$ cat src/rtl/conv_axis_pkg.sv
// Shared types and defaults for the convolution accelerator's AXI-Stream FIFOs.
// The entry struct is the {tlast, tdata} word carried through the stream path.
package conv_axis_pkg;
  localparam int OUTW_DEF  = 24;
  localparam int DEPTH_DEF = 19;

  typedef struct packed {
    logic                tlast;
    logic [OUTW_DEF-1:0] tdata;
  } conv_entry_t;
endpackage

$ cat src/rtl/fifo_ram_dp.sv
// Dual-port storage: one synchronous write port, one asynchronous read port.
// The array is deliberately not reset.
module fifo_ram_dp #(
  parameter int W     = 25,
  parameter int DEPTH = 19,
  parameter int AW    = 5
) (
  input  logic          clk,
  input  logic          i_we,
  input  logic [AW-1:0] i_waddr,
  input  logic [W-1:0]  i_wdata,
  input  logic [AW-1:0] i_raddr,
  output logic [W-1:0]  o_rdata
);
  logic [W-1:0] r_mem [DEPTH];

  always_ff @(posedge clk) begin
    if (i_we) r_mem[i_waddr] <= i_wdata;
  end

  assign o_rdata = r_mem[i_raddr];
endmodule

$ cat src/rtl/axis_fifo_out_v2.sv
// First-word-fall-through output FIFO between the conv datapath and the
// AXI-Stream sink; any depth >= 2, registered ready/valid/almost_full.
module axis_fifo_out_v2
  import conv_axis_pkg::*;
#(
  parameter int OUTW         = OUTW_DEF,
  parameter int DEPTH        = DEPTH_DEF,
  parameter int AFULL_THRESH = DEPTH - 2,
  localparam int CNTW        = $clog2(DEPTH + 1),
  localparam int PTRW        = $clog2(DEPTH)
) (
  input  logic            clk,
  input  logic            reset,
  input  logic            flush,
  input  logic [OUTW-1:0] IN_AXIS_TDATA,
  input  logic            IN_AXIS_TLAST,
  input  logic            IN_AXIS_TVALID,
  output logic            IN_AXIS_TREADY,
  output logic [OUTW-1:0] OUT_AXIS_TDATA,
  output logic            OUT_AXIS_TLAST,
  output logic            OUT_AXIS_TVALID,
  input  logic            OUT_AXIS_TREADY,
  output logic [CNTW-1:0] count,
  output logic            almost_full
);
  logic [PTRW-1:0] r_wr_ptr;
  logic [PTRW-1:0] r_rd_ptr;
  logic [CNTW-1:0] r_count;
  logic [CNTW-1:0] w_count_nxt;
  logic            r_in_rdy;
  logic            r_out_vld;
  logic            r_afull;
  logic            w_push;
  logic            w_pop;
  logic [OUTW:0]   w_rd_entry;

  // Explicit wrap so non-power-of-2 depths work.
  function automatic logic [PTRW-1:0] ptr_inc(input logic [PTRW-1:0] p);
    return (p == PTRW'(DEPTH - 1)) ? '0 : p + PTRW'(1);
  endfunction

  assign w_push = IN_AXIS_TVALID & r_in_rdy;
  assign w_pop  = r_out_vld & OUT_AXIS_TREADY;

  always_comb begin
    w_count_nxt = r_count;
    if (flush) begin
      w_count_nxt = '0;
    end else begin
      unique case ({w_push, w_pop})
        2'b10:   w_count_nxt = r_count + CNTW'(1);
        2'b01:   w_count_nxt = r_count - CNTW'(1);
        default: w_count_nxt = r_count;
      endcase
    end
  end

  always_ff @(posedge clk or posedge reset) begin
    if (reset) begin
      r_wr_ptr  <= '0;
      r_rd_ptr  <= '0;
      r_count   <= '0;
      r_in_rdy  <= 1'b0;
      r_out_vld <= 1'b0;
      r_afull   <= 1'b0;
    end else begin
      if (flush) begin
        r_wr_ptr <= '0;
        r_rd_ptr <= '0;
      end else begin
        if (w_push) r_wr_ptr <= ptr_inc(r_wr_ptr);
        if (w_pop)  r_rd_ptr <= ptr_inc(r_rd_ptr);
      end
      r_count   <= w_count_nxt;
      r_in_rdy  <= (w_count_nxt < CNTW'(DEPTH));
      r_out_vld <= (w_count_nxt != '0);
      r_afull   <= (w_count_nxt >= CNTW'(AFULL_THRESH));
    end
  end

  // A push in a flush cycle is dropped, so the write is masked too.
  fifo_ram_dp #(
    .W     (OUTW + 1),
    .DEPTH (DEPTH),
    .AW    (PTRW)
  ) u_ram (
    .clk     (clk),
    .i_we    (w_push & ~flush),
    .i_waddr (r_wr_ptr),
    .i_wdata ({IN_AXIS_TLAST, IN_AXIS_TDATA}),
    .i_raddr (r_rd_ptr),
    .o_rdata (w_rd_entry)
  );

  assign IN_AXIS_TREADY  = r_in_rdy;
  assign OUT_AXIS_TVALID = r_out_vld;
  assign OUT_AXIS_TDATA  = r_out_vld ? w_rd_entry[OUTW-1:0] : '0;
  assign OUT_AXIS_TLAST  = r_out_vld & w_rd_entry[OUTW];
  assign count           = r_count;
  assign almost_full     = r_afull;

`ifndef SYNTHESIS
  always @(posedge clk) begin
    if (!reset) begin
      assert (r_count <= CNTW'(DEPTH));
      assert (!(w_pop && r_count == '0));
      assert (!(w_push && r_count == CNTW'(DEPTH)));
    end
  end
`endif
endmodule

$ cat config.mk
export PLATFORM = sky130hd
export DESIGN_NAME = axis_fifo_out_v2
export DESIGN_NICKNAME = d
export VERILOG_FILES = /design/src/rtl/conv_axis_pkg.sv /design/src/rtl/fifo_ram_dp.sv /design/src/rtl/axis_fifo_out_v2.sv
export SDC_FILE = /design/constraint.sdc
export NUM_CORES = 1
export LEC_CHECK = 0
export BUFFER_PORTS_ARGS = -buffer_cell sky130_fd_sc_hd__clkbuf_2
export CORE_MARGIN = 1.5
export CORE_UTILIZATION = 44
export DETAILED_ROUTE_END_ITERATION = 6
export SYNTH_ARGS = -nofsm -noshare
export SYNTH_HDL_FRONTEND = slang
export SYNTH_HIERARCHICAL = 1
export SYNTH_SLANG_ARGS = --single-unit
$ cat constraint.sdc
create_clock -name clk -period 6.1 [get_ports clk]
set_input_delay 0.305 -clock clk [delete_from_list [all_inputs] [get_ports clk]]
set_output_delay 0.305 -clock clk [all_outputs]
set_load 0.005 [all_outputs]
---- Word-level counts from Yosys, hierarchy flattened ----
Memory sizes are Yosys's and may differ from the RTL's.
Cells that the tools add are included.
cells by class
  add/sub/neg operators ................... 4
  order comparisons ....................... 2
  eq/ne operators ......................... 4
  mux-type cells .......................... 11
  bitwise logic cells ..................... 5
  reduce and logical (&&, ||, !) cells .... 3
operators by type and width
  operator             count
  $mux 5               7
  $mux 24              1
  $add 5x1->5 const B  3
  $eq 5x5->1 const B   2
  $pmux 5 s2           1
  $ge 5x5->1 const B   1
  $lt 5x5->1 const B   1
  $reduce_bool 5->1    1
  $sub 5x1->5 const B  1
  $and 1x1->1          4
  $reduce_bool 2->1    2
  $eq 2x1->1 const B   1
  $eq 2x2->1 const B   1
  $mux 1               2
  $not 1->1            1
word-level totals
  register bits ........................... 18
  memory bits (writable) .................. 475
  input bits .............................. 30
  memories kept ........................... 1
memories
  memory       depth  bits a word  read ports  clocked after Yosys merged registers in  wr ports  line               source
  u_ram.r_mem  19     25           1           0                                        1         fifo_ram_dp.sv:15  logic [W-1:0] r_mem [DEPTH];

---- Depth between registers and ports, before layout ----
  word-level depth ........................ 5
  mapped depth ............................ 11
  gate-level depth less buffers ........... 11

---- Modules after synthesis ----
Netlist, hierarchy kept.
modules (own cells, without submodules)
  module            instances  cells each  area each (um^2)  sequential area each (um^2)
  fifo_ram_dp       1          825         18353.9           14263.7
  axis_fifo_out_v2  1          138         1199.9            450.4

---- Worst setup path after synthesis ----
Ideal clock, no wire load.
  kind .................................... register -> register
  start ................................... reg r_in_rdy (netlist: IN_AXIS_TREADY)
  end ..................................... mem u_ram.r_mem[12][0] (enable)
  library setup time ...................... 407 ps
  arrival time ............................ 2401 ps
  setup slack ............................. 3292 ps
  stages on the path, launching flop included .. 6
  path buffers ............................ 0
  path through ............................ dfrtp_1 -> and2_4 -> inv_6 -> nor2_1 -> or3b_2 -> nor2_1
on the way
  word-level cells in the longest chain between the ends .. 4
RTL lines
  item                          line                    source
  start: declaration            axis_fifo_out_v2.sv:30  logic r_in_rdy;
  start signal: assignment      axis_fifo_out_v2.sv:75  r_in_rdy <= (w_count_nxt < CNTW'(DEPTH));
  $and 1x1->1                   axis_fifo_out_v2.sv:42  assign w_push = IN_AXIS_TVALID & r_in_rdy;
  $and 1x1->1                   axis_fifo_out_v2.sv:88  .i_we (w_push & ~flush),
  $mux 1                        fifo_ram_dp.sv:18       if (i_we) r_mem[i_waddr] <= i_wdata;
  $mux 1 (implied by the code)  fifo_ram_dp.sv:18
  end: declaration              fifo_ram_dp.sv:15
No other way between the ends.

---- Worst setup path after layout ----
  start ................................... reg r_rd_ptr[0]
  end ..................................... out OUT_AXIS_TDATA[12]
on the way
  word-level cells in the longest chain between the ends .. 2
RTL lines
  item                      line                    source
  start: declaration        axis_fifo_out_v2.sv:27  logic [PTRW-1:0] r_rd_ptr;
  start signal: assignment  axis_fifo_out_v2.sv:72  if (w_pop) r_rd_ptr <= ptr_inc(r_rd_ptr);
  $mem_v2 19x25             n/a
  via w_rd_entry[12]        axis_fifo_out_v2.sv:35  logic [OUTW:0] w_rd_entry;
  $mux 24                   axis_fifo_out_v2.sv:97  assign OUT_AXIS_TDATA = r_out_vld ? w_rd_entry[OUTW-1:0] : '0;
  end: declaration          axis_fifo_out_v2.sv:19  output logic [OUTW-1:0] OUT_AXIS_TDATA,
The timed path passes the listed nets, and every way through them passes these cells.

==> reports/metrics.yaml <==
status:
  status: "finished clean"
min_path:
  min_path_type: "input port to register"
cts:
  cts.path.max_buffers: 3
  postCtsSetupRepairBufs: 0
  cts_root_buf: "clkbuf_16"
  cts_buffers: 49
  post_cts_resized: 0
  cts_tree: "yes"
  cts.htree.levels: 2
  clkTransAtPathRegs_ns: 0.06
  cts.sinks: 493
  hold_buffers: 1
  insertion_delay_ns: 0.58
finish:
  final_common_cell: "edfxtp_1"
  mostFrequentLayoutCells: "edfxtp_1, mux4_2, clkbuf_2"
  final_layout_size_suffix_gt1_frac: 0.264
  fin_util: 0.505
  final_cells: 1689
  final_nets: 1093
  fill_cells: 3570
  area_growth_pct: 13.6
pwr:
  power.density_nw_per_um2: 341
  power_mw: 7.58
  switchingPower_mw: 1.73
  combPwrFrac: 0.113
  switching_share: 0.228
  cell_internal_pwr_mw: 5.85
  seqPwrFrac: 0.507
  power_leakage_nw: 6.93
  ir_drop_mv: 0.186
  clock_power_share: 0.381
yosys:
  synthesis.area_um2: 19600
  syn_nets: 999
  synth_cell_types: 48
  synth_edf_count: 475
  synth_cells: 963
  ys_ff_latch: 493
  async_reset_ff_frac: 0.0365
  avgSynthCellArea_um2: 20.3
  ys_warn_count: 6
  synth_ff_type: "edfxtp_1"
  ys_seq_area_frac: 0.752
worst_setup_path:
  path_buf_inv: 2
  worstPathMaxFanout: 50
  cp.arrival_ns: 3.77
  cp-end-kind: "primary output"
  cpPeakStageDelay_ns: 1.05
  crit_required_ns: 5.79
  crit_type: "register to primary output"
  crit_chain: "buf_4, mux4_1, mux2_2, a22oi_1, o21ai_1, and2_1, clkbuf_2"
  crit_slowest_cell: "dfrtp_4"
  critPathTopFamily: "flip-flops"
  crit_path_start_kind: "register"
sta:
  fmax_mhz: 245
  fin_ws_ns: 2.02
  setup_viol: 0
  fin_crit_sh: 0.669
  rsz0062_at_grt: "false"
  slew_headroom: 0.202
  tightestPinTransition_ns: 1.19
  fin_setup_tns_ns: 0
  period_needed_ns: 4.08
  slew_violations: 0
  finalHoldViolCount: 0
  fin_skew_ns: 0.00926
global_route:
  grt_antenna_before_repair: 1
  grt_max_degree: 51
  grt_util_all_layers: 0.196
  grt_pass1_wl_mm: 63.6
  grt_pass1_vias: 9869
  gr-total-overflow: 0
flow_run:
  max-cap-violations: 0
place:
  gp_congestion: 0.710
  pre_cts_slack_ns: 2.59
  hpwl_mm: 21.8
  place_inst: 1597
  port-buffer-count: 62
floorplan:
  die_x_um: 214
  row_count: 77
  initial_utilization: 0.444
  die_area_um2: 45700
  io-pin-count: 63
  die_h_um: 214
  core_area_um2: 44000
route:
  postRouteWirelength_mm: 43.4
  drt-vias-per-instance: 5.66
  final_antenna_net_count: 0
  drt_pass1_iterations: 5
  num_vias: 9555
  wl_per_cell_um: 25.7
  drc: 0
  drtIter0Drc: 897
==> worst paths after layout <==
kind                            slack [ns]                   to  cells past startpoint           start
worst max-delay path                  2.02   OUT_AXIS_TDATA[12]                      7     r_rd_ptr[0]
worst min-delay path                  0.07             count[3]                      2           flush
worst max register to register        3.24  u_ram/r_mem[16][11]                      5  IN_AXIS_TREADY
worst min register to register        0.59          r_rd_ptr[3]                      1     r_rd_ptr[3]
max in group asynchronous             5.21          r_rd_ptr[1]                      3           reset
min in group asynchronous             0.37       IN_AXIS_TREADY                      3           reset
==> stage by stage <==
stage / instance area, um2 / hold WS, ns
after floorplan: 19600 / 0.244
after global placement: 20700 / 0.427
after detailed placement: 20700 / 0.439
after CTS: 22200 / 0.0400
after global routing: 22200 / 0.0672
final: 22200 / 0.0672
==> flip-flops by register name (all words and copies together) (netlist names) <==
| signal | count |
|---|---|
| u_ram/r_mem | 475 |
| count | 5 |
| r_rd_ptr | 5 |
| r_wr_ptr | 5 |
| IN_AXIS_TREADY | 1 |
| OUT_AXIS_TVALID | 1 |
| almost_full | 1 |
==> area by class of cell <==
| type | instances | area (um2) | area share |
|---|---|---|---|
| flip-flops and latches | 493 | 14700 | 0.663 |
| inverters | 6 | 32.5 | 0.00146 |
| multi-input cells | 416 | 4660 | 0.210 |
| clock buffers | 66 | 1330 | 0.0600 |
| clock inverters | 24 | 190 | 0.00856 |
| diodes | 1 | 2.50 | 0.000113 |
| well taps | 592 | 741 | 0.0333 |
| repair buffers | 91 | 543 | 0.0244 |
==> cells in the mapped netlist (4+ instances only) <==
library cell / n / share of area
buf_4: 9 / 0.0035
dfrtp_1: 18 / 0.023
nand2_1: 36 / 0.0069
inv_1: 4 / 0.00077
mux2_2: 25 / 0.014
o21ai_1: 23 / 0.0059
nand3_1: 7 / 0.0018
nor2_1: 33 / 0.0063
buf_2: 6 / 0.0015
a22oi_1: 25 / 0.0096
edfxtp_1: 475 / 0.73
and2_2: 5 / 0.0019
nor3_1: 4 / 0.0010
o21ai_0: 38 / 0.0097
and2_1: 20 / 0.0064
ha_1: 6 / 0.0038
mux2i_1: 52 / 0.027
a31oi_1: 4 / 0.0013
mux4_2: 73 / 0.084
mux4_1: 27 / 0.036
clkbuf_1: 27 / 0.0052
==> cells by family after synthesis <==
group / Yosys count / share of synthesized area
DFF: 493 / 0.752
muxes: 177 / 0.161
and+or+nand+nor: 126 / 0.0323
AOI/OAI and AO/OA: 102 / 0.0309
buffers and inverters: 54 / 0.0168
adders and majority gates: 6 / 0.00384
xor gates and xnor gates: 5 / 0.00224
==> power groups by stage <==
| stage | clock (mW) | sequential, mW | combinational, mW |
|---|---|---|---|
| 2_1_floorplan | 0 | 3.84 | 0.682 |
| 3_3_place_gp | 0 | 3.91 | 0.864 |
| 3_5_place_dp | 0 | 3.91 | 0.869 |
| 4_1_cts | 2.95 | 3.84 | 0.872 |
| 5_1_grt | 3.07 | 3.85 | 0.941 |
| 6_report | 2.89 | 3.84 | 0.853 |
==> worst register-to-register path, delay by kind of cell (launching register included) <==
| family | cells | cell delay (ns) |
|---|---|---|
| simple gates | 4 | 2.05 |
| flops | 1 | 0.35 |
| buf+inv | 1 | 0.05 |
==> per-layer routing <==
metal	vias to the layer above	routed length [um]	track usage
met4	0	886	0.0505
met1	5054	18600	0.265
met3	67	2280	0.0366
li1	4156	-	-
met2	278	21600	0.329
met5	-	0	0
Power figures use the tool's default switching activity.
